`src/rtl/video_timing_gen_if.sv`:
```
// rtl/video_timing_gen_if.sv - raster timing bundle from the timing generator to the pixel stages
interface video_timing_gen_if #(
    parameter int CTR_WIDTH = 12
);
    logic                 hsync;
    logic                 vsync;
    logic                 de;
    logic [CTR_WIDTH-1:0] x;
    logic [CTR_WIDTH-1:0] y;
    logic                 frame_start;

    modport master (
        output hsync,
        output vsync,
        output de,
        output x,
        output y,
        output frame_start
    );

    modport slave (
        input hsync,
        input vsync,
        input de,
        input x,
        input y,
        input frame_start
    );
endinterface

```
`src/rtl/video_timing_gen.sv`:
```
// rtl/video_timing_gen.sv - raster timing generator advancing one pixel per pix_en strobe
module video_timing_gen #(
    parameter int H_ACTIVE  = 640,
    parameter int H_FP      = 16,
    parameter int H_SYNC    = 96,
    parameter int H_BP      = 48,
    parameter int V_ACTIVE  = 480,
    parameter int V_FP      = 10,
    parameter int V_SYNC    = 2,
    parameter int V_BP      = 33,
    parameter bit HS_POL    = 1'b0,
    parameter bit VS_POL    = 1'b0,
    parameter int CTR_WIDTH = 12
) (
    input  logic                  clk,
    input  logic                  rst,
    input  logic                  pix_en,
    video_timing_gen_if.master    vid
);
    localparam int H_TOTAL = H_ACTIVE + H_FP + H_SYNC + H_BP;
    localparam int V_TOTAL = V_ACTIVE + V_FP + V_SYNC + V_BP;

    typedef logic [CTR_WIDTH-1:0] ctr_t;
    // One extra bit on the decode constants so a segment ending exactly at 2**CTR_WIDTH stays correct.
    typedef logic [CTR_WIDTH:0]   cmp_t;

    localparam ctr_t H_LAST     = ctr_t'(H_TOTAL - 1);
    localparam ctr_t V_LAST     = ctr_t'(V_TOTAL - 1);
    localparam cmp_t H_ACT_END  = cmp_t'(H_ACTIVE);
    localparam cmp_t V_ACT_END  = cmp_t'(V_ACTIVE);
    localparam cmp_t HS_BEGIN   = cmp_t'(H_ACTIVE + H_FP);
    localparam cmp_t HS_END     = cmp_t'(H_ACTIVE + H_FP + H_SYNC);
    localparam cmp_t VS_BEGIN   = cmp_t'(V_ACTIVE + V_FP);
    localparam cmp_t VS_END     = cmp_t'(V_ACTIVE + V_FP + V_SYNC);

    if ((H_TOTAL - 1) >= (1 << CTR_WIDTH)) begin : g_h_range_err
        $error("video_timing_gen: H_TOTAL-1 (%0d) does not fit in CTR_WIDTH=%0d", H_TOTAL - 1, CTR_WIDTH);
    end
    if ((V_TOTAL - 1) >= (1 << CTR_WIDTH)) begin : g_v_range_err
        $error("video_timing_gen: V_TOTAL-1 (%0d) does not fit in CTR_WIDTH=%0d", V_TOTAL - 1, CTR_WIDTH);
    end

    ctr_t h_ctr;
    ctr_t v_ctr;
    cmp_t h_ext;
    cmp_t v_ext;
    logic h_last;
    logic v_last;
    logic de_next;
    logic hs_on;
    logic vs_on;
    logic origin;

    logic hsync_q;
    logic vsync_q;
    logic de_q;
    ctr_t x_q;
    ctr_t y_q;
    logic frame_start_q;

    assign h_ext  = {1'b0, h_ctr};
    assign v_ext  = {1'b0, v_ctr};
    assign h_last = (h_ctr == H_LAST);
    assign v_last = (v_ctr == V_LAST);

    // Decode of the pre-increment position; empty segments fall out as empty ranges.
    assign de_next = (h_ext < H_ACT_END) && (v_ext < V_ACT_END);
    assign hs_on   = (h_ext >= HS_BEGIN) && (h_ext < HS_END);
    assign vs_on   = (v_ext >= VS_BEGIN) && (v_ext < VS_END);
    assign origin  = (h_ctr == '0) && (v_ctr == '0);

    always_ff @(posedge clk or posedge rst) begin
        if (rst) begin
            h_ctr <= '0;
            v_ctr <= '0;
        end else if (pix_en) begin
            if (h_last) begin
                h_ctr <= '0;
                v_ctr <= v_last ? '0 : v_ctr + 1'b1;
            end else begin
                h_ctr <= h_ctr + 1'b1;
            end
        end
    end

    always_ff @(posedge clk or posedge rst) begin
        if (rst) begin
            hsync_q <= ~HS_POL;
            vsync_q <= ~VS_POL;
            de_q    <= 1'b0;
            x_q     <= '0;
            y_q     <= '0;
        end else if (pix_en) begin
            hsync_q <= hs_on ? HS_POL : ~HS_POL;
            vsync_q <= vs_on ? VS_POL : ~VS_POL;
            de_q    <= de_next;
            x_q     <= h_ctr;
            y_q     <= v_ctr;
        end
    end

    // Cleared on idle cycles so the pulse is one clk wide at any strobe rate.
    always_ff @(posedge clk or posedge rst) begin
        if (rst) begin
            frame_start_q <= 1'b0;
        end else begin
            frame_start_q <= pix_en && origin;
        end
    end

    assign vid.hsync       = hsync_q;
    assign vid.vsync       = vsync_q;
    assign vid.de          = de_q;
    assign vid.x           = x_q;
    assign vid.y           = y_q;
    assign vid.frame_start = frame_start_q;
endmodule

```
`src/flat_wrapper.sv`:
```
// flat-port wrapper written by rule: the top's interface ports become plain ports
module video_timing_gen_flat 
#(
    parameter int H_ACTIVE  = 640,
    parameter int H_FP      = 16,
    parameter int H_SYNC    = 96,
    parameter int H_BP      = 48,
    parameter int V_ACTIVE  = 480,
    parameter int V_FP      = 10,
    parameter int V_SYNC    = 2,
    parameter int V_BP      = 33,
    parameter bit HS_POL    = 1'b0,
    parameter bit VS_POL    = 1'b0,
    parameter int CTR_WIDTH = 12
)
  (clk, rst, pix_en, vid_hsync, vid_vsync, vid_de, vid_x, vid_y, vid_frame_start);
  video_timing_gen_if #(.CTR_WIDTH(CTR_WIDTH)) vid_i ();
  input  logic clk;
  input  logic rst;
  input  logic pix_en;
  output wire logic [$bits(vid_i.hsync)-1:0] vid_hsync;
  output wire logic [$bits(vid_i.vsync)-1:0] vid_vsync;
  output wire logic [$bits(vid_i.de)-1:0] vid_de;
  output wire logic [$bits(vid_i.x)-1:0] vid_x;
  output wire logic [$bits(vid_i.y)-1:0] vid_y;
  output wire logic [$bits(vid_i.frame_start)-1:0] vid_frame_start;
  assign vid_hsync = vid_i.hsync;
  assign vid_vsync = vid_i.vsync;
  assign vid_de = vid_i.de;
  assign vid_x = vid_i.x;
  assign vid_y = vid_i.y;
  assign vid_frame_start = vid_i.frame_start;
  video_timing_gen #(.H_ACTIVE(H_ACTIVE), .H_FP(H_FP), .H_SYNC(H_SYNC), .H_BP(H_BP), .V_ACTIVE(V_ACTIVE), .V_FP(V_FP), .V_SYNC(V_SYNC), .V_BP(V_BP), .HS_POL(HS_POL), .VS_POL(VS_POL), .CTR_WIDTH(CTR_WIDTH)) u_core (.clk(clk), .rst(rst), .pix_en(pix_en), .vid(vid_i));
endmodule
```
`config.mk`:
```
export PLATFORM = sky130hd
export DESIGN_NAME = video_timing_gen_flat
export DESIGN_NICKNAME = d
export VERILOG_FILES = /design/src/rtl/video_timing_gen_if.sv /design/src/rtl/video_timing_gen.sv /design/src/flat_wrapper.sv
export SDC_FILE = /design/constraint.sdc
export NUM_CORES = 1
export LEC_CHECK = 0
export ABC_AREA = 1
export BUFFER_PORTS_ARGS = -buffer_cell sky130_fd_sc_hd__buf_2
export CAP_MARGIN = 15
export CORE_MARGIN = 1.5
export CORE_UTILIZATION = 25
export CTS_CLUSTER_SIZE = 16
export DETAILED_ROUTE_END_ITERATION = 8
export PLACE_DENSITY = 0.47
export SYNTH_ARGS = -nofsm -noshare
export SYNTH_HDL_FRONTEND = slang
export SYNTH_SLANG_ARGS = --single-unit
```
`constraint.sdc`:
```
create_clock -name clk -period 3.5 [get_ports clk]
set_clock_uncertainty 0.2 [all_clocks]
set_input_delay 0.7 -clock clk [delete_from_list [all_inputs] [get_ports clk]]
set_output_delay 0.7 -clock clk [all_outputs]
set_load 0.02 [all_outputs]
```
==> metrics, run 1 <==
placed cell count=477; # clock sinks=52; synthesized area per cell=7.88 um^2; Pre-antenna DRT Iters=4; die height=104 um; initial core utilization=25.8%; CTS tree=done; CTS clk-pin slew, worst paths=90 ps; final setup TNS=0 ps; CP max stage delay=390 ps; worst hold path class=reg2reg; Area Overhead vs Synth=14.7%; Num CTS Buffers=5; DIE WIDTH=104 um; post-route DRC violation count=0; nets=358; status=finished clean; non-filler cells in the finished layout=485; Critical-path top delay cell=nor2_4; GRT overflow=0; syn_nets=329; VDD IR max=0.000154 V; share of cells above drive strength 1=13.6%; drt wl/cell=13.0 um; post-synthesis sequential area ratio=51.4%; CP Cell Sequence=buf_2, inv_1, nor2_4, inv_2, nand2_1, o21ai_1; Worst-Skew Late Latency=310 ps; kind of critical path=in2reg; CP startpoint kind=primary input; Synth Cell Area=0.00254 mm^2; fin crit share=58.2%; first-pass GRT wire length=10700 um; Yosys warnings=0; Fin. Hold Viols=0; post-cts repair resize count=0; Port Buf Inserts=30; largest net degree at the start of global routing=35; CP arrival=2040 ps; Worst Path Required=3500 ps; unique cell type count in the Yosys netlist=29; top cells by area, synth=dfrtp_1 (49%), nand2_1 (16%), nand3_1 (5.5%); core area=0.00982 mm^2; post-synth top area cell=dfrtp_1; max_slew headroom=52.0%; # H-tree levels=2; n_diodes=0; gr usage total=12.5%; RSZ-0062 raised after global routing=false; top-area cell type share of the netlist area=49.3%; Post-DP Area=0.00282 mm^2; final setup fails=0; hold_buf cts=0; DP HPWL=4630 um; initial DRC count=152; Fmax=0.491 GHz; area of all placed cells without fillers=0.00291 mm^2; die area=0.0108 mm^2; cell area power density=500 mW/mm^2; vias in the first global route=2037; Antenna Nets Post-Route=0; Leak=0.00142 uW; initial antenna violation count=0; # rows=36; CTS Root Cell=clkbuf_8; Critical Path Sink Type=flip-flop; clock buffer depth=2; register bit total from synthesis=52; IO Pins=31; global placement routability congestion=0.830; min cycle time layout=2040 ps; Max Slew Vio Count=0; Mapped Cells=322; total wire length=6300 um; routed vias=2122; crit-path max FO=21; worst-margin pin slew=719 ps; post-CTS setup buffer count=0; max cap viols=0; Vias/cell=4.38
-- cells by family after synthesis --
| logic type | after synthesis | synth area share [%] |
|---|---|---|
| AO/OA/AOI/OAI | 34 | 6.86 |
| XOR/XNOR | 7 | 2.42 |
| adder cells (fa/ha/maj) | 4 | 1.97 |
| buffers and inverters | 45 | 7.30 |
| flip-flops | 52 | 51.4 |
| AND/OR/NAND/NOR | 180 | 30.0 |
-- cell type report --
type | count | area (um^2)
well taps | 133 | 166
multi-input cells | 225 | 1050
flip-flops and latches | 52 | 1300
repair buffers | 33 | 173
fillers | 1098 | 6910
inverters | 34 | 128
clock buffers | 8 | 90.1
-- cells in the final DEF, fill, tap and decap left out, types with 2 or more instances in the layout --
cell | netlist | final
dfstp_2 | 2 | 2
dfrtp_1 | 50 | 50
buf_2 | 3 | 30
clkbuf_8 | 0 | 6
ha_1 | 4 | 4
clkbuf_1 | 5 | 2
nand3_1 | 28 | 28
nor4_1 | 2 | 2
inv_1 | 33 | 32
buf_4 | 1 | 3
o21ai_1 | 3 | 3
o21ai_0 | 28 | 28
inv_2 | 1 | 2
nor2_1 | 26 | 26
nor3_1 | 9 | 9
nand2_1 | 105 | 105
nand4_1 | 4 | 4
xor2_1 | 6 | 6
-- metrics by stage --
step	hold WS (ps)	setup slack [ps]	total power [uW]	util [%]
global placement	251	1220	1110	28.7
floorplan	271	1350	1000	-
finish	273	1460	1460	29.6
global route	292	1300	1560	29.6
CTS	279	1460	1480	29.6
detailed placement	255	1130	1110	28.7
-- per-layer routing --
layer / vias up / global-route usage [%] / wire length (um)
li1: 1078 / - / -
met1: 987 / 18.2 / 3280
met2: 49 / 17.9 / 2600
met3: 8 / 2.96 / 333
met4: 0 / 4.66 / 95
met5: - / 0 / 0
-- cell usage after synthesis, drive strengths merged --
cell type,instances
a21oi,1
buf,5
clkbuf,6
dfrtp,50
dfstp,2
ha,4
inv,34
nand2,106
nand3,29
nand3b,1
nand4,4
nor2,28
nor3,9
nor4,2
o21a,1
o21ai,31
o22ai,1
or2,1
xnor2,1
xor2,6
-- critical path: cells and delay by family --
| family | cells | cell delay, ps |
|---|---|---|
| buf+inv | 3 | 790 |
| simple gates | 2 | 480 |
| compound gates | 1 | 60 |
-- report_power, final --
part	internal (uW)	switching (uW)	leakage (uW)
combinational	101	206	0.000754
sequential	686	101	0.000620
clock	162	199	0.0000455
total	949	506	0.00142
-- flip-flops by register name, summed over array words and instances (netlist names) --
name and cells:
u_core.vid.frame_start 1, u_core.vid.hsync 1, u_core.h_ctr 12, u_core.vid.y 12
u_core.v_ctr 12, u_core.vid.de 1, u_core.vid.vsync 1, u_core.vid.x 12
-- path summary, 6_finish.rpt --
| path | from | to | slack (ps) | depth (start not counted) |
|---|---|---|---|---|
| max | pix_en | u_core.v_ctr[8]$_DFFE_PP0P_ | 1460 | 6 |
| min | u_core.vid.x[5]$_DFFE_PP0P_ | u_core.vid.x[5]$_DFFE_PP0P_ | 270 | 2 |
| max reg2reg | u_core.h_ctr[7]$_DFFE_PP0P_ | u_core.v_ctr[8]$_DFFE_PP0P_ | 1650 | 8 |
| min reg2reg | u_core.vid.x[5]$_DFFE_PP0P_ | u_core.vid.x[5]$_DFFE_PP0P_ | 270 | 2 |
| max in group asynchronous | rst | u_core.v_ctr[3]$_DFFE_PP0P_ | 2170 | 3 |
| min in group asynchronous | rst | u_core.h_ctr[4]$_DFFE_PP0P_ | 300 | 2 |
(Power assumes the default switching activity.)
==> run 2, diff against run 1 <==
PLACE_DENSITY = 0.48   (was 0.47)
clock period = 1.85 ns   (was 3.5 ns; I/O delays follow)
==> run 2 against run 1 <==
  * Sequential share of layout area is 1.9 points lower
  * Combinational power is 130% higher
  * Non-clock buffer count increased by 12
  * Routed wire length is 2.6% lower
  * Global-route usage down 0.59 points
  * Critical path depth is 2 higher
  * Clock-buffer cell count fell by 2
  * Largest cell class unchanged
==> metrics, run 2 (synthesized netlist as in run 1, its figures left out) <==
VDD IR max=0.000299 V (+94%); routed vias=2157 (+1.6%); Vias/cell=4.34 (-0.80%); fin crit share=91.1%; Routed met1 length=3380 um (+3.0%); global placement routability congestion=0.842 (+1.5%); core area=0.00982 mm^2 (unchanged); Fin. Hold Viols=0 (unchanged); Tot Pwr=2840 uW (+95%); CTS clk-pin slew, worst paths=100 ps (about the same); nets=370 (+3.4%); Pre-antenna DRT Iters=4 (unchanged); worst hold path class=in2reg; metal2 WL=2450 um (-5.6%); final setup TNS=0 ps (unchanged); Worst-Skew Late Latency=320 ps (about the same); CTS Root Cell=clkbuf_8; DIE WIDTH=104 um (unchanged); combinational power share=24.5% (+3.4 points); internal power=1850 uW (+95%); reg-to-reg slack, setup=160 ps (-1490 ps); min cycle time layout=1690 ps; Critical Path Sink Type=flip-flop; area occupied by multi-input gates=0.00105 mm^2 (+0.48%); GRT overflow=0 (unchanged); Max Slew Vio Count=0 (unchanged); share of cells above drive strength 1=17.6% (+3.9 points); met3 WL=228 um (-32%); Register Area=0.00131 mm^2 (about the same); CP startpoint kind=flip-flop; clock power share=24.6% (-0.2 points); WHS Path Cells=2 (unchanged); RSZ-0062 raised after global routing=false; Sw Pwr=991 uW (+96%); clock buffer depth=2 (unchanged); crit-path max FO=3 (-86%); most common cell after layout, fill and taps aside=nand2_1; drt wl/cell=12.3 um (-5.0%); # clock sinks=52 (unchanged); die height=104 um (unchanged); Sequential Power Share=50.9% (-3.2 points); first-pass GRT wire length=10300 um (-4.1%); post-route DRC violation count=0 (unchanged); # rows=36 (unchanged); Worst R2R Path Depth=8 (unchanged); Worst Path Required=1860 ps (-1640 ps); Hold Crit Start=pix_en; reg2reg end=u_core.h_ctr[10]$_DFFE_PP0P_; max cap viols=0 (unchanged); Leak=0.00148 uW (+4.4%); Area Overhead vs Synth=19.8%; worst hold endpoint=u_core.h_ctr[8]$_DFFE_PP0P_; Fmax=0.593 GHz; IO Pins=31 (unchanged); CP arrival=1700 ps (-340 ps); DP HPWL=4530 um (-2.3%); max_slew headroom=74.4% (+22 points); reg2reg start=u_core.h_ctr[0]$_DFFE_PP0P_; CTS tree=done; final setup fails=0 (unchanged); initial antenna violation count=0 (unchanged); initial DRC count=124 (-18%); Net Sw Frac=34.9% (+0.11 points); commonest cells after routing, fill and taps aside=nand2_1 (105), dfrtp_1 (49), inv_1 (32); largest net degree at the start of global routing=53 (+51%); cell area power density=936 mW/mm^2 (+87%); FILL cells=1124 (+2.4%); gr usage total=11.9% (-0.59 points); n_diodes=0 (unchanged); Num CTS Buffers=5 (unchanged); die area=0.0108 mm^2 (unchanged); kind of critical path=reg2reg; Port Buf Inserts=30 (unchanged); vias in the first global route=2010 (-1.3%); total wire length=6140 um (-2.6%); status=finished clean; worst-margin pin slew=382 ps (-337 ps); Antenna Nets Post-Route=0 (unchanged); # H-tree levels=2 (unchanged); top layer in use=met4; initial core utilization=25.8% (unchanged)
run 2: changes by cell type in the layout (fill, tap and decap cells not counted):
cell and delta:
buf_4 +9, buf_12 +2, clkbuf_1 -2, clkinvlp_4 +2, nor2_1 -2, nor2_2 +2
dfrtp_1 -1, dfrtp_2 +1, dlygate4sd3_1 +1
run 2: how the worst max path moves through the flow:
stage / start / endpoint / slack [ps] / cells after the start
2_1_floorplan: rst / u_core.h_ctr[0]$_DFFE_PP0P_ / 30 / 1
3_3_place_gp: u_core.v_ctr[0]$_DFFE_PP0P_ / u_core.v_ctr[10]$_DFFE_PP0P_ / 50 / 10
3_5_place_dp: u_core.v_ctr[0]$_DFFE_PP0P_ / u_core.v_ctr[10]$_DFFE_PP0P_ / 80 / 10
4_1_cts: u_core.v_ctr[0]$_DFFE_PP0P_ / u_core.v_ctr[10]$_DFFE_PP0P_ / 60 / 10
5_1_grt: u_core.v_ctr[1]$_DFFE_PP0P_ / u_core.v_ctr[10]$_DFFE_PP0P_ / 7 / 10
6_report: u_core.h_ctr[0]$_DFFE_PP0P_ / u_core.h_ctr[10]$_DFFE_PP0P_ / 160 / 8
run 2: cell type report:
cell class | instances | share of cell area (%)
well taps | 133 | 5.48
multi-input cells | 225 | 34.6
clock buffers | 6 | 2.72
clock inverters | 2 | 0.494
inverters | 34 | 4.20
repair buffers | 45 | 9.55
flip-flops and latches | 52 | 42.9
run 2: what timing repair did:
action | 4_1_cts | 5_1_grt
hold endpoints to repair | 50 | 0
setup buffers | 0 | 2
hold buffers | 1 | 0
resized for setup | 0 | 3
endpoints found under the setup margin | 0 | 2
run 2: layer usage:
layer	track usage, %	vias up
li1	-	1101
met1	18.1	1006
met2	16.4	44
met3	2.39	6
met4	4.17	0
met5	0	-
run 2: through the flow:
step | cell area [um^2] | std cells | hold slack, ps | utilization [%] | worst slack, ps
3_3_place_gp | 2910 | 486 | 240 | 29.6 | 54.5
3_5_place_dp | 2910 | 486 | 243 | 29.6 | 84.4
5_1_grt | 3040 | 497 | 220 | 31.0 | 6.84
6_report | 3040 | 497 | 211 | 31.0 | 164
2_1_floorplan | 2540 | 322 | 271 | - | 25.4
4_1_cts | 3020 | 495 | 202 | 30.7 | 55.2
run 2: power by group through the flow:
stage | Clock (uW) | Combinational (uW) | Sequential [uW]
global route | 788 | 784 | 1470
detailed placement | 0 | 694 | 1470
floorplan | 0 | 358 | 1540
CTS | 730 | 703 | 1450
global placement | 0 | 689 | 1470
finish | 700 | 697 | 1450
run 2: critical path: stages, from the launching register on:
cell and delay, ps:
dfrtp_1 390, ha_1 190, nand2_1 90, nor2_1 240, nand3_1 160, nor3_1 160
nand2_1 60, nand2_1 60, inv_1 30
